--- src/rtl/bram_reader_if.sv ---
// Bundles the command, RAM read port and output stream of bram_reader.
// Ports: start/start_addr/length/busy/done (command), mem_rd_* (RAM read port),
//        out_valid/out_ready/out_data/out_last (byte stream).
// The master modport is the reader's view; slave is the view of whatever drives commands, models the RAM and consumes bytes.
interface bram_reader_if #(
  parameter int ADDR_W = 10,
  parameter int DATA_W = 8
) ();
  logic              start;
  logic [ADDR_W-1:0] start_addr;
  logic [ADDR_W:0]   length;
  logic              busy;
  logic              done;
  logic              mem_rd_en;
  logic [ADDR_W-1:0] mem_rd_addr;
  logic [DATA_W-1:0] mem_rd_data;
  logic              out_valid;
  logic              out_ready;
  logic [DATA_W-1:0] out_data;
  logic              out_last;

  modport master (
    input  start, start_addr, length, mem_rd_data, out_ready,
    output busy, done, mem_rd_en, mem_rd_addr, out_valid, out_data, out_last
  );

  modport slave (
    output start, start_addr, length, mem_rd_data, out_ready,
    input  busy, done, mem_rd_en, mem_rd_addr, out_valid, out_data, out_last
  );
endinterface

--- src/rtl/bram_reader.sv ---
// Purpose: reads `length` sequential bytes from a registered-read block RAM and streams them out with a last flag.
// Latency: first byte valid 3 cycles after start; 1 byte/cycle sustained; done pulses the cycle after the last handshake.
// Backpressure: out_ready low stalls reads within one cycle; at most 2 bytes are held in the output buffer, none lost or repeated.
// Ports: clk, rst (async active-high); bus (bram_reader_if.master) carries the command, RAM read port and output stream.
module bram_reader #(
  parameter int ADDR_W = 10,
  parameter int DATA_W = 8
) (
  input  logic          clk,
  input  logic          rst,
  bram_reader_if.master bus
);

  typedef enum logic [1:0] {IDLE, RUN, FINISH} state_t;

  localparam logic [ADDR_W-1:0] ADDR_ONE = 1;
  localparam logic [ADDR_W:0]   CNT_ONE  = 1;

  state_t            state_q, state_d;
  logic [ADDR_W-1:0] rd_addr_q, rd_addr_d;
  logic [ADDR_W:0]   issue_cnt_q, issue_cnt_d;  // reads still to issue
  logic [ADDR_W:0]   out_cnt_q, out_cnt_d;      // bytes still to hand over
  logic              inflight_q, inflight_d;    // RAM data arrives this cycle
  logic [DATA_W-1:0] buf_q [2];
  logic [DATA_W-1:0] buf_d [2];
  logic              wr_ptr_q, wr_ptr_d;
  logic              rd_ptr_q, rd_ptr_d;
  logic [1:0]        occ_q, occ_d;

  logic       pop;
  logic       rd_en;
  logic [1:0] pending;  // bytes buffered plus the one on its way from the RAM

  assign bus.out_valid   = (occ_q != 2'd0);
  assign bus.out_data    = buf_q[rd_ptr_q];
  assign bus.out_last    = bus.out_valid && (out_cnt_q == CNT_ONE);
  assign bus.busy        = (state_q == RUN);
  assign bus.done        = (state_q == FINISH);
  assign bus.mem_rd_en   = rd_en;
  assign bus.mem_rd_addr = rd_addr_q;

  assign pop     = bus.out_valid & bus.out_ready;
  assign pending = occ_q + {1'b0, inflight_q};

  // Issue only if the byte would still have a buffer slot once it lands;
  // a pop this cycle frees one, so a full pipe can keep streaming.
  assign rd_en = (state_q == RUN) && (issue_cnt_q != '0) &&
                 ((pending < 2'd2) || ((pending == 2'd2) && pop));

  always_comb begin
    state_d     = state_q;
    rd_addr_d   = rd_addr_q;
    issue_cnt_d = issue_cnt_q;
    out_cnt_d   = out_cnt_q;
    inflight_d  = rd_en;
    buf_d[0]    = buf_q[0];
    buf_d[1]    = buf_q[1];
    wr_ptr_d    = wr_ptr_q;
    rd_ptr_d    = rd_ptr_q;
    occ_d       = occ_q + {1'b0, inflight_q} - {1'b0, pop};

    case (state_q)
      IDLE: begin
        if (bus.start) begin
          rd_addr_d   = bus.start_addr;
          issue_cnt_d = bus.length;
          out_cnt_d   = bus.length;
          state_d     = (bus.length == '0) ? FINISH : RUN;
        end
      end
      RUN: begin
        if (rd_en) begin
          issue_cnt_d = issue_cnt_q - CNT_ONE;
          // Leave the address on the final read so it holds while idle.
          if (issue_cnt_q != CNT_ONE) begin
            rd_addr_d = rd_addr_q + ADDR_ONE;
          end
        end
        if (pop) begin
          out_cnt_d = out_cnt_q - CNT_ONE;
          if (out_cnt_q == CNT_ONE) begin
            state_d = FINISH;
          end
        end
      end
      FINISH: state_d = IDLE;
      default: state_d = IDLE;
    endcase

    if (inflight_q) begin
      buf_d[wr_ptr_q] = bus.mem_rd_data;
      wr_ptr_d        = ~wr_ptr_q;
    end
    if (pop) begin
      rd_ptr_d = ~rd_ptr_q;
    end
  end

  always_ff @(posedge clk or posedge rst) begin
    if (rst) begin
      state_q     <= IDLE;
      rd_addr_q   <= '0;
      issue_cnt_q <= '0;
      out_cnt_q   <= '0;
      inflight_q  <= 1'b0;
      buf_q[0]    <= '0;
      buf_q[1]    <= '0;
      wr_ptr_q    <= 1'b0;
      rd_ptr_q    <= 1'b0;
      occ_q       <= 2'd0;
    end else begin
      state_q     <= state_d;
      rd_addr_q   <= rd_addr_d;
      issue_cnt_q <= issue_cnt_d;
      out_cnt_q   <= out_cnt_d;
      inflight_q  <= inflight_d;
      buf_q[0]    <= buf_d[0];
      buf_q[1]    <= buf_d[1];
      wr_ptr_q    <= wr_ptr_d;
      rd_ptr_q    <= rd_ptr_d;
      occ_q       <= occ_d;
    end
  end

endmodule

--- src/flat_wrapper.sv ---
// flat-port wrapper written by rule: the top's interface ports become plain ports
module bram_reader_flat 
#(
  parameter int ADDR_W = 10,
  parameter int DATA_W = 8
)
  (clk, rst, bus_start, bus_start_addr, bus_length, bus_mem_rd_data, bus_out_ready, bus_busy, bus_done, bus_mem_rd_en, bus_mem_rd_addr, bus_out_valid, bus_out_data, bus_out_last);
  bram_reader_if #(.ADDR_W(ADDR_W), .DATA_W(DATA_W)) bus_i ();
  input  logic clk;
  input  logic rst;
  input wire logic [$bits(bus_i.start)-1:0] bus_start;
  input wire logic [$bits(bus_i.start_addr)-1:0] bus_start_addr;
  input wire logic [$bits(bus_i.length)-1:0] bus_length;
  input wire logic [$bits(bus_i.mem_rd_data)-1:0] bus_mem_rd_data;
  input wire logic [$bits(bus_i.out_ready)-1:0] bus_out_ready;
  output wire logic [$bits(bus_i.busy)-1:0] bus_busy;
  output wire logic [$bits(bus_i.done)-1:0] bus_done;
  output wire logic [$bits(bus_i.mem_rd_en)-1:0] bus_mem_rd_en;
  output wire logic [$bits(bus_i.mem_rd_addr)-1:0] bus_mem_rd_addr;
  output wire logic [$bits(bus_i.out_valid)-1:0] bus_out_valid;
  output wire logic [$bits(bus_i.out_data)-1:0] bus_out_data;
  output wire logic [$bits(bus_i.out_last)-1:0] bus_out_last;
  assign bus_i.start = bus_start;
  assign bus_i.start_addr = bus_start_addr;
  assign bus_i.length = bus_length;
  assign bus_i.mem_rd_data = bus_mem_rd_data;
  assign bus_i.out_ready = bus_out_ready;
  assign bus_busy = bus_i.busy;
  assign bus_done = bus_i.done;
  assign bus_mem_rd_en = bus_i.mem_rd_en;
  assign bus_mem_rd_addr = bus_i.mem_rd_addr;
  assign bus_out_valid = bus_i.out_valid;
  assign bus_out_data = bus_i.out_data;
  assign bus_out_last = bus_i.out_last;
  bram_reader #(.ADDR_W(ADDR_W), .DATA_W(DATA_W)) u_core (.clk(clk), .rst(rst), .bus(bus_i));
endmodule
--- config.mk ---
export PLATFORM = sky130hd
export DESIGN_NAME = bram_reader_flat
export DESIGN_NICKNAME = d
export VERILOG_FILES = /design/src/rtl/bram_reader_if.sv /design/src/rtl/bram_reader.sv /design/src/flat_wrapper.sv
export SDC_FILE = /design/constraint.sdc
export NUM_CORES = 1
export LEC_CHECK = 0
export ABC_AREA = 1
export CORE_MARGIN = 1
export CORE_UTILIZATION = 40
export DETAILED_ROUTE_END_ITERATION = 12
export HOLD_SLACK_MARGIN = 0.12
export MAX_ROUTING_LAYER = met4
export PLACE_DENSITY = 0.68
export RECOVER_POWER = 100
export SYNTH_ARGS = -nofsm -noshare
export SYNTH_HDL_FRONTEND = slang
export SYNTH_SLANG_ARGS = --single-unit
--- constraint.sdc ---
create_clock -name clk -period 4.2 [get_ports clk]
set_input_delay 0.63 -clock clk [delete_from_list [all_inputs] [get_ports clk]]
set_output_delay 0.63 -clock clk [all_outputs]
set_load 0.02 [all_outputs]
==> impl_results.md, run 1 <==
* Status: finished with violations
* Failing checks: max-capacitance violations, max-slew violations
* Clk sinks at 55
* Total wire length at 8057 um
* Post-placement cell count at 648
* Hold Crit Class: reg2reg
* Clock power share at ~13%
* Die area at 8932 um^2
* Clk slew on worst S/H paths at around 100 ps
* Worst Skew at 5.026 ps
* Post-CTS sizing at 0
* Tot Pwr at 3.283 mW
* CTS tree: yes
* CP arrival at between 2000 and 3000 ps
* Critical Path Fanout Max at 24
* Syn Inst Count at 500
* Antenna violations before repair at 0
* Synth Cell Area at around 3400 um^2
* Hold depth at 2
* Residual DRC at 0
* Overflow after GRT at 0
* Initial drt markers at between 100 and 150
* Worst-Margin Slew at 1693 ps
* Sequential element share of the synthesized area at about two fifths
* Cts hold-fix bufs at 0
* Most frequent cells in the layout: nand2_1, dfrtp_1, inv_1
* Final #Nets at 591
* Top FF cell, synth: dfrtp_1
* Initial Utilization at around 41%
* Synth async-reset ratio at 100.0%
* Root Buffer: clkbuf_8
* Htree depth at 2
* Post-synth EDFFs at 0
* Unique masters post-synth at 34
* Sw Share at around half
* Max_slew headroom at -12.88%
* Floorplan core area at 8258 um^2
* Drt wl/cell at 12.28 um
* Vias per cell at 4.962
* Tcrit/Tclk final at 77.67%
* Total number of vias at around 3300
* Clk Latency, worst-skew pair at 310 ps
* Synth area leader: dfrtp_1
* CTS max path bufs at 2
* Fmax at 0.3065 GHz
* Final setup violation count at 0
* Worst EP required at 3570 ps
* Worst setup SP type: register
* I/O Buffers at 55
* Die Y at 94.51 um
* Number of global-route vias before repair at ~3000
* RSZ-0062 raised after global routing: false
* Int Power at about 1.7 mW
* Synth top area cells: dfrtp_1, nand2_1, o21ai_0, inv_1, nor2_1
* P_leak at 2.149 nW
* Crit path time final at 3262 ps
* Worst-case vdd ir drop at 302.5 uV
* Yosys top cell area share at about two fifths
* WS Path Type: reg2out
* Flops & latches, synth at 55
* Post-synth net total at 541
* Drt pass-1 iters at 4
* R2R depth at 9
* Final-report hold violation count at 0
* First-pass GRT wire length at 13830 um
* Setup TNS at 0 ps
* Switch Pwr at 1.596 mW
* Layout cell share with drive strength beyond 1 at 3.448%
* Mapped Avg Cell Area at 6.847 um^2
* PwrDens at 797.7 nW/um^2
* Pin count of the biggest net entering global routing at 37
* Maxcap violations at 1
* Post-CTS Setup Repair Bufs at 0
* Die width at 94.51 um
* Pins over their slew limit at 32
* Most common cell after layout, fill and taps aside: nand2_1
* Antenna Violating Nets Remaining at 0
* Sequential Power Share at around 31%
* Hold slack at 494.6 ps
* Warnings from Yosys at 0
* Final std cells w/o fill at 656
* Critical Path Sink Type: output pin
* # rows at 33
* Number of CTS-inserted buffers at 5
* Final RePlAce weighted congestion at 0.9462
* Area growth syn-to-layout at 20.21%
* Dpl hpwl at 5932 um
* Comb power frac at 56.5%
* N_diodes at 0
* I/O pin count at 56
* Gr usage total at 20.15%
-- cell usage after synthesis (3+ instances only) --
cell,n
o21ai_0,38
inv_2,5
nand3_1,24
xor2_1,5
nor2_1,47
o21ai_1,3
nand4_1,8
nand2_1,203
dfrtp_1,55
nand2_2,5
clkbuf_1,4
ha_1,8
inv_1,50
a21oi_1,12
buf_2,6
-- layout make-up --
type | count | area, um^2
inverters | 56 | 210.2
multi-input cells | 375 | 1703
fillers | 843 | 4143
clock buffers | 6 | 72.57
clock inverters | 2 | 60.06
repair buffers | 57 | 561.8
well taps | 105 | 131.4
flip-flops and latches | 55 | 1376
-- kinds of logic (layout without fill, tap and decap cells) --
| group | Yosys count | after routing | share of synthesized area [%] |
|---|---|---|---|
| and+or+nand+nor | 301 | 301 | 36.95 |
| buffers and inverters | 70 | 121 | 8.552 |
| AOI/OAI and AO/OA | 60 | 60 | 9.832 |
| DFF | 55 | 55 | 40.20 |
| adders and majority gates | 8 | 8 | 2.924 |
| xor gates and xnor gates | 6 | 6 | 1.535 |
-- final timing paths --
path / start / endpoint / slack, ps
max: u_core.state_q[0] / bus_mem_rd_en / 940
min reg2reg: u_core.buf_q[0] / u_core.buf_q[0] / 490
min in group asynchronous: rst / u_core.buf_q[15] / 940
max in group asynchronous: rst / u_core.out_cnt_q[5] / 1190
max reg2reg: u_core.inflight_q / u_core.bus.mem_rd_addr[5] / 1610
min: u_core.buf_q[0] / u_core.buf_q[0] / 490
-- metrics by stage --
step / utilization [%] / worst slack, ps / area (um^2)
finish: 49.83 / 937.8 / 4115
global route: 49.83 / 609.8 / 4115
CTS: 50.50 / 1331 / 4170
detailed placement: 48.89 / 1411 / 4038
global placement: 48.89 / 1427 / 4038
floorplan: - / 2227 / 3423
-- routing by layer --
| layer | GRT usage (%) | vias to the layer above | routed length (um) |
|---|---|---|---|
| met5 | - | - | 0 |
| met2 | 32.37 | 71 | 3660 |
| met3 | 3.140 | 9 | 380 |
| met4 | 4.924 | 0 | 99 |
| li1 | - | 1664 | - |
| met1 | 26.74 | 1511 | 3917 |
-- registers in the layout (all words and copies together), names as in the netlist --
| register | count |
|---|---|
| u_core.buf_q | 16 |
| u_core.inflight_q | 1 |
| u_core.occ_q | 2 |
| u_core.rd_ptr_q | 1 |
| u_core.issue_cnt_q | 11 |
| u_core.state_q | 2 |
| u_core.wr_ptr_q | 1 |
| u_core.bus.mem_rd_addr | 10 |
| u_core.out_cnt_q | 11 |
-- worst max-delay path, stage by stage, from the launching register on --
cell and delay, ps:
dfrtp_1 410, inv_1 90, nor2_1 460, buf_4 390, nand3_1 190, inv_1 110, dlygate4sd3_1 670
-- power groups by stage --
stage          Combinational, mW  Sequential [mW]  Clock [mW]
6_report                    1.85             1.02       0.411
5_1_grt                     2.13             1.06       0.439
4_1_cts                     1.97             1.02       0.420
3_5_place_dp                1.96             1.03           0
3_3_place_gp                1.92             1.02           0
2_1_floorplan               1.43             1.02           0
No activity file was read; power rests on OpenSTA's default activity.
==> run 2, diff against run 1 <==
- PLACE_DENSITY: 0.68 -> 0.7
- clock period: 4.2 -> 2.94 ns (I/O delays scaled with it)
==> run 2 against run 1 <==
  * The flow now finishes without violations
  * Critical path depth increased by 1
  * Die area unchanged
  * Final area decreased by 0.12%
  * Clock power increased by 7.8%
  * Non-clock buffer count increased by 1
  * Routed wire length decreased by 1.1%
  * First-iteration DRC count increased by 13%
  * Via count unchanged
  * Sequential cell count unchanged
  * Worst hold slack about the same
  * Core utilization decreased by 0.061 points
  * Sequential share of layout area about the same
  * Critical path type unchanged
  * Critical endpoint is now bus_out_last
==> impl_results.md, run 2 (synthesis gave the netlist of run 1 again) <==
* Maxcap violations at 0
* Largest regs: u_core.buf_q: 16 flops, u_core.issue_cnt_q: 11 flops, u_core.out_cnt_q: 11 flops
* Layout cell share with drive strength beyond 1 at 3.986%
* Floorplan core area at slightly above 8000 um^2
* Worst Skew at 5.845 ps
* Drt pass-1 iters at 5
* Post-CTS Setup Repair Bufs at 0
* Largest Register: u_core.buf_q
* Total number of vias at roughly 3300
* CP max stage delay at 680 ps
* First-pass GRT wire length at 13870 um
* Area growth syn-to-layout at 20.07%
* Die width at ~95 um
* Overflow after GRT at 0
* Drt wl/cell at 12.13 um
* Tot Pwr at 4.591 mW
* Antenna violations before repair at 0
* N_diodes at 0
* RSZ-0062 raised after global routing: false
* Clk Latency, worst-skew pair at 310 ps
* Most frequent cells in the layout: nand2_1, dfrtp_1, inv_1
* Final-report hold violation count at 0
* Gr usage total at 20.13%
* # rows at 33
* Critical Path Sink Type: output pin
* Crit path time final at 2594 ps
* Cells along the critical path: inv_1 > ha_1 > nand3_1 > nor2_1 > nand3_1 > a21oi_1 > dlygate4sd3_1
* Fmax at approximately 0.39 GHz
* Post-CTS sizing at 0
* Total wire length at 7970 um
* Number of global-route vias before repair at 3015
* Die Y at 94.51 um
* I/O pin count at 56
* Filler cells at 883
* Die area at a little under 9000 um^2
* Max_slew headroom at 30.33%
* Final #Nets at ~600
* Slowest CP cell: dlygate4sd3_1
* Dpl hpwl at between 5000 and 6000 um
* Clk sinks at 55
* Residual DRC at 0
* Initial drt markers at 166
* Root Buffer: clkbuf_8
* Status: complete, no violations
* CTS max path bufs at 2
* Cts hold-fix bufs at 0
* Final setup violation count at 0
* Reg area at 1376 um^2
* Final RePlAce weighted congestion at 0.8701
* WS Path Type: reg2out
* Max reg flops at 16
* Tcrit/Tclk final at between 80% and 90%
* Critical Path Fanout Max at 4
* Initial Utilization at 41.45%
* CP most frequent cell: nand3_1
* Htree depth at 2
* Most common cell after layout, fill and taps aside: nand2_1
* Antenna Violating Nets Remaining at 0
* CTS tree: yes
* I/O Buffers at between 50 and 60
* Hold Crit Class: reg2reg
* PwrDens at 1117 nW/um^2
* Final core utilization at roughly 50%
* Worst-case vdd ir drop at a little under 600 uV
* Vias per cell at 4.954
* Final WS setup at 345.6 ps
* CP arrival at 2150 ps
* Pins over their slew limit at 0
* Clk slew on worst S/H paths at 100 ps
* Worst EP required at 2500 ps
* Worst setup SP type: register
* Pin count of the biggest net entering global routing at 37
* Worst-Margin Slew at 1044 ps
* Setup TNS at 0 ps
* Number of CTS-inserted buffers at 5
* Area of the multi-input gates at 1729 um^2
* DP Worst Slack at 521.2 ps
* P_leak at approximately 2.1 nW
run 2: worst paths after layout:
kind                                 startpoint  depth (start not counted)              endpoint  slack, ps
max in group asynchronous                   rst                          3  u_core.out_cnt_q[10]        880
hold reg to reg            u_core.out_cnt_q[10]                          2  u_core.out_cnt_q[10]        490
min in group asynchronous                   rst                          2      u_core.buf_q[11]        730
hold / removal             u_core.out_cnt_q[10]                          2  u_core.out_cnt_q[10]        490
setup / recovery            u_core.out_cnt_q[1]                          7          bus_out_last        350
setup reg to reg              u_core.state_q[1]                          9   u_core.out_cnt_q[5]        540
run 2: final cells by class:
class | count | share of cell area [%]
Clock buffer | 5 | 1.674
Clock inverter | 3 | 0.5784
Inverter | 56 | 5.114
Multi-Input combinational cell | 375 | 42.07
Sequential cell | 55 | 33.49
Tap cell | 105 | 3.196
Timing Repair Buffer | 58 | 13.88
run 2: layer usage:
| metal | share of wire (%) | track usage (%) | routed length (um) | vias to the layer above |
|---|---|---|---|---|
| met3 | 4.0 | 2.657 | 321 | 7 |
| li1 | - | - | - | 1670 |
| met4 | 1.1 | 5.556 | 86 | 0 |
| met2 | 45 | 31.52 | 3579 | 73 |
| met5 | 0 | - | 0 | - |
| met1 | 50 | 27.42 | 3982 | 1505 |
run 2: worst max-delay path, delay by kind of cell, from the launching register on:
kind,cells,cell delay [ps]
buffers and inverters,2,790
DFF,1,380
and+or+nand+nor,3,360
adders and majority gates,1,160
AOI/OAI and AO/OA,1,150
run 2: metrics by stage:
step	std cells	hold slack, ps	cell area (um^2)
after detailed placement	649	469.6	4058
after global routing	657	528.7	4110
final	657	494.7	4110
after floorplan	500	441.9	3423
after global placement	649	458.1	4058
after CTS	657	482.7	4150
run 2: where the power goes:
part	switching [mW]	total (mW)	internal [mW]
combinational	1.72	2.69	0.971
clock	0.270	0.443	0.173
sequential	0.323	1.45	1.13
==> run 3, diff against run 2 <==
- CELL_PAD_IN_SITES_DETAIL_PLACEMENT: not set -> 0
- CELL_PAD_IN_SITES_GLOBAL_PLACEMENT: not set -> 1
- CORE_UTILIZATION: 40 -> 34
- PLACE_DENSITY: 0.7 -> 0.81
- RECOVER_POWER: 100 -> 50
- REMOVE_ABC_BUFFERS: not set -> 1
==> run 3 against run 2 <==
  * Register-to-register slack better by 450 ps
  * Core utilization is 7.1 points lower
  * Sequential cell count stayed put
  * Worst setup slack worse by 2.5 ps
  * Sequential share of layout area is 0.48 points lower
  * Count of clock-buffer cells in the layout stayed put
  * Clock power is 3% lower
  * Final area is 1.5% higher
  * Combinational power is 5% higher
  * Routed wire length is 4.1% higher
  * Sequential power hardly changed
  * Critical endpoint is now bus_out_data[3]
  * Largest cell class unchanged
  * Largest power group unchanged
  * Highest routed layer unchanged
==> impl_results.md, run 3 (synthesis gave the netlist of run 1 again) <==
* Die Y at slightly above 100 um
* Status: complete, no violations
* Initial drt markers at 94
* Comb power frac at 60.2%
* Floorplan core area at 9774 um^2
* CTS tree: yes
* Largest regs: u_core.buf_q: 16 flops, u_core.issue_cnt_q: 11 flops, u_core.out_cnt_q: 11 flops
* Critical Path Fanout Max at 9
* Hold slack at 478.6 ps
* Most frequent cells in the layout: nand2_1, dfrtp_1, clkdlybuf4s50_1
* Worst-Margin Slew at around 1400 ps
* RSZ-0062 raised after global routing: false
* Clk sinks at 55
* CP arrival at 2160 ps
* Clk Latency, worst-skew pair at 320 ps
* Drt wl/cell at roughly 12 um
* Cts hold-fix bufs at 0
* Final RePlAce weighted congestion at 0.8467
* PwrDens at roughly 1100 nW/um^2
* Worst Skew at 4.603 ps
* Clk slew on worst S/H paths at 100 ps
* Pin count of the biggest net entering global routing at 56
* Residual DRC at 0
* Number of CTS-inserted buffers at 5
* Final #Nets at 593
* Antenna Violating Nets Remaining at 0
* Number of global-route vias before repair at 3048
* I/O Buffers at between 50 and 60
* Root Buffer: clkbuf_8
* Max reg flops at 16
* Int Power at 2.342 mW
* P_leak at 2.104 nW
* Layout cell share with drive strength beyond 1 at 5.606%
* Drt pass-1 iters at 4
* Fmax at a little under 0.4 GHz
* # rows at 36
* Final core utilization at 42.67%
* Final setup violation count at 0
* Antenna violations before repair at 0
* Maxcap violations at 0
* Total number of vias at ~3200
* Setup TNS at 0 ps
* CTS max path bufs at 2
* Most common cell after layout, fill and taps aside: nand2_1
* Switch Pwr at 2.350 mW
* Htree depth at 2
* Worst setup SP type: register
* N_diodes at 0
* Crit path time final at 2597 ps
* Post-CTS sizing at 0
* Overflow after GRT at 0
* Die width at 102.3 um
* Pins over their slew limit at 0
* Tcrit/Tclk final at 88.33%
* Worst EP required at 2500 ps
* I/O pin count at 56
* Sw Share at roughly 50%
* Post-CTS Setup Repair Bufs at 0
* Initial Utilization at 35.02%
* Critical Path Sink Type: output pin
* Total wire length at 8294 um
* Vias per cell at 4.707
* Clock power share at under 10%
* Hold Crit Class: reg2reg
* Sequential Power Share at 30.7%
* Reg2Reg Setup Slack at 990 ps
* Area growth syn-to-layout at 21.82%
* First-pass GRT wire length at 14130 um
* Gr usage total at 17.87%
* Filler cells at 1077
* Largest Register: u_core.buf_q
* Max_slew headroom at 5.137%
* Final-report hold violation count at 0
* WS Path Type: reg2out
* Worst-case vdd ir drop at 411.7 uV
* Die area at 10470 um^2
* Dpl hpwl at around 6000 um
run 3: worst max-delay path, stage by stage, from the launching register on:
cell             delay, ps
dfrtp_1                340
clkbuf_1               340
clkinv_1               410
nand2_1                150
nand2_1                 70
clkdlybuf4s50_1        530
run 3: layout make-up:
class | instances | area (um^2) | area share, %
Inverter | 56 | 210.2 | 5.041
Timing Repair Buffer | 59 | 574.3 | 13.77
Clock buffer | 5 | 68.82 | 1.650
Multi-Input combinational cell | 375 | 1754 | 42.06
Clock inverter | 3 | 20.02 | 0.4800
Sequential cell | 55 | 1376 | 33.00
Tap cell | 133 | 166.4 | 3.990
run 3: per-layer routing:
metal  track usage, %  up-vias  wire (um)
met2            29.27       69       3748
met1            23.13     1480       4108
met5                -        -          0
met3            1.915        7        340
met4            5.714        0         96
li1                 -     1673          -
run 3: through the flow:
stage	setup WS, ps	std cells	total power, mW	instance area [um^2]
after global routing	184.9	686	5.220	4170
after CTS	361.2	686	4.769	4189
after detailed placement	497.6	678	4.317	4100
after floorplan	1064	486	3.361	3341
final	343.1	686	4.692	4170
after global placement	507.4	678	4.272	4100
run 3: worst paths after layout:
path / from / end / cells past startpoint
min in group asynchronous: rst / u_core.buf_q[7] / 3
worst min-delay path: u_core.out_cnt_q[10] / u_core.out_cnt_q[10] / 2
worst min register to register: u_core.out_cnt_q[10] / u_core.out_cnt_q[10] / 2
worst max-delay path: u_core.rd_ptr_q / bus_out_data[3] / 5
worst max register to register: u_core.state_q[0] / u_core.out_cnt_q[3] / 8
max in group asynchronous: rst / u_core.issue_cnt_q[10] / 3
run 3: power groups by stage:
| stage | sequential (mW) | combinational (mW) | clock [mW] |
|---|---|---|---|
| floorplan | 1.47 | 1.90 | 0 |
| global placement | 1.44 | 2.83 | 0 |
| detailed placement | 1.45 | 2.86 | 0 |
| CTS | 1.44 | 2.87 | 0.455 |
| global route | 1.49 | 3.25 | 0.478 |
| finish | 1.44 | 2.82 | 0.430 |
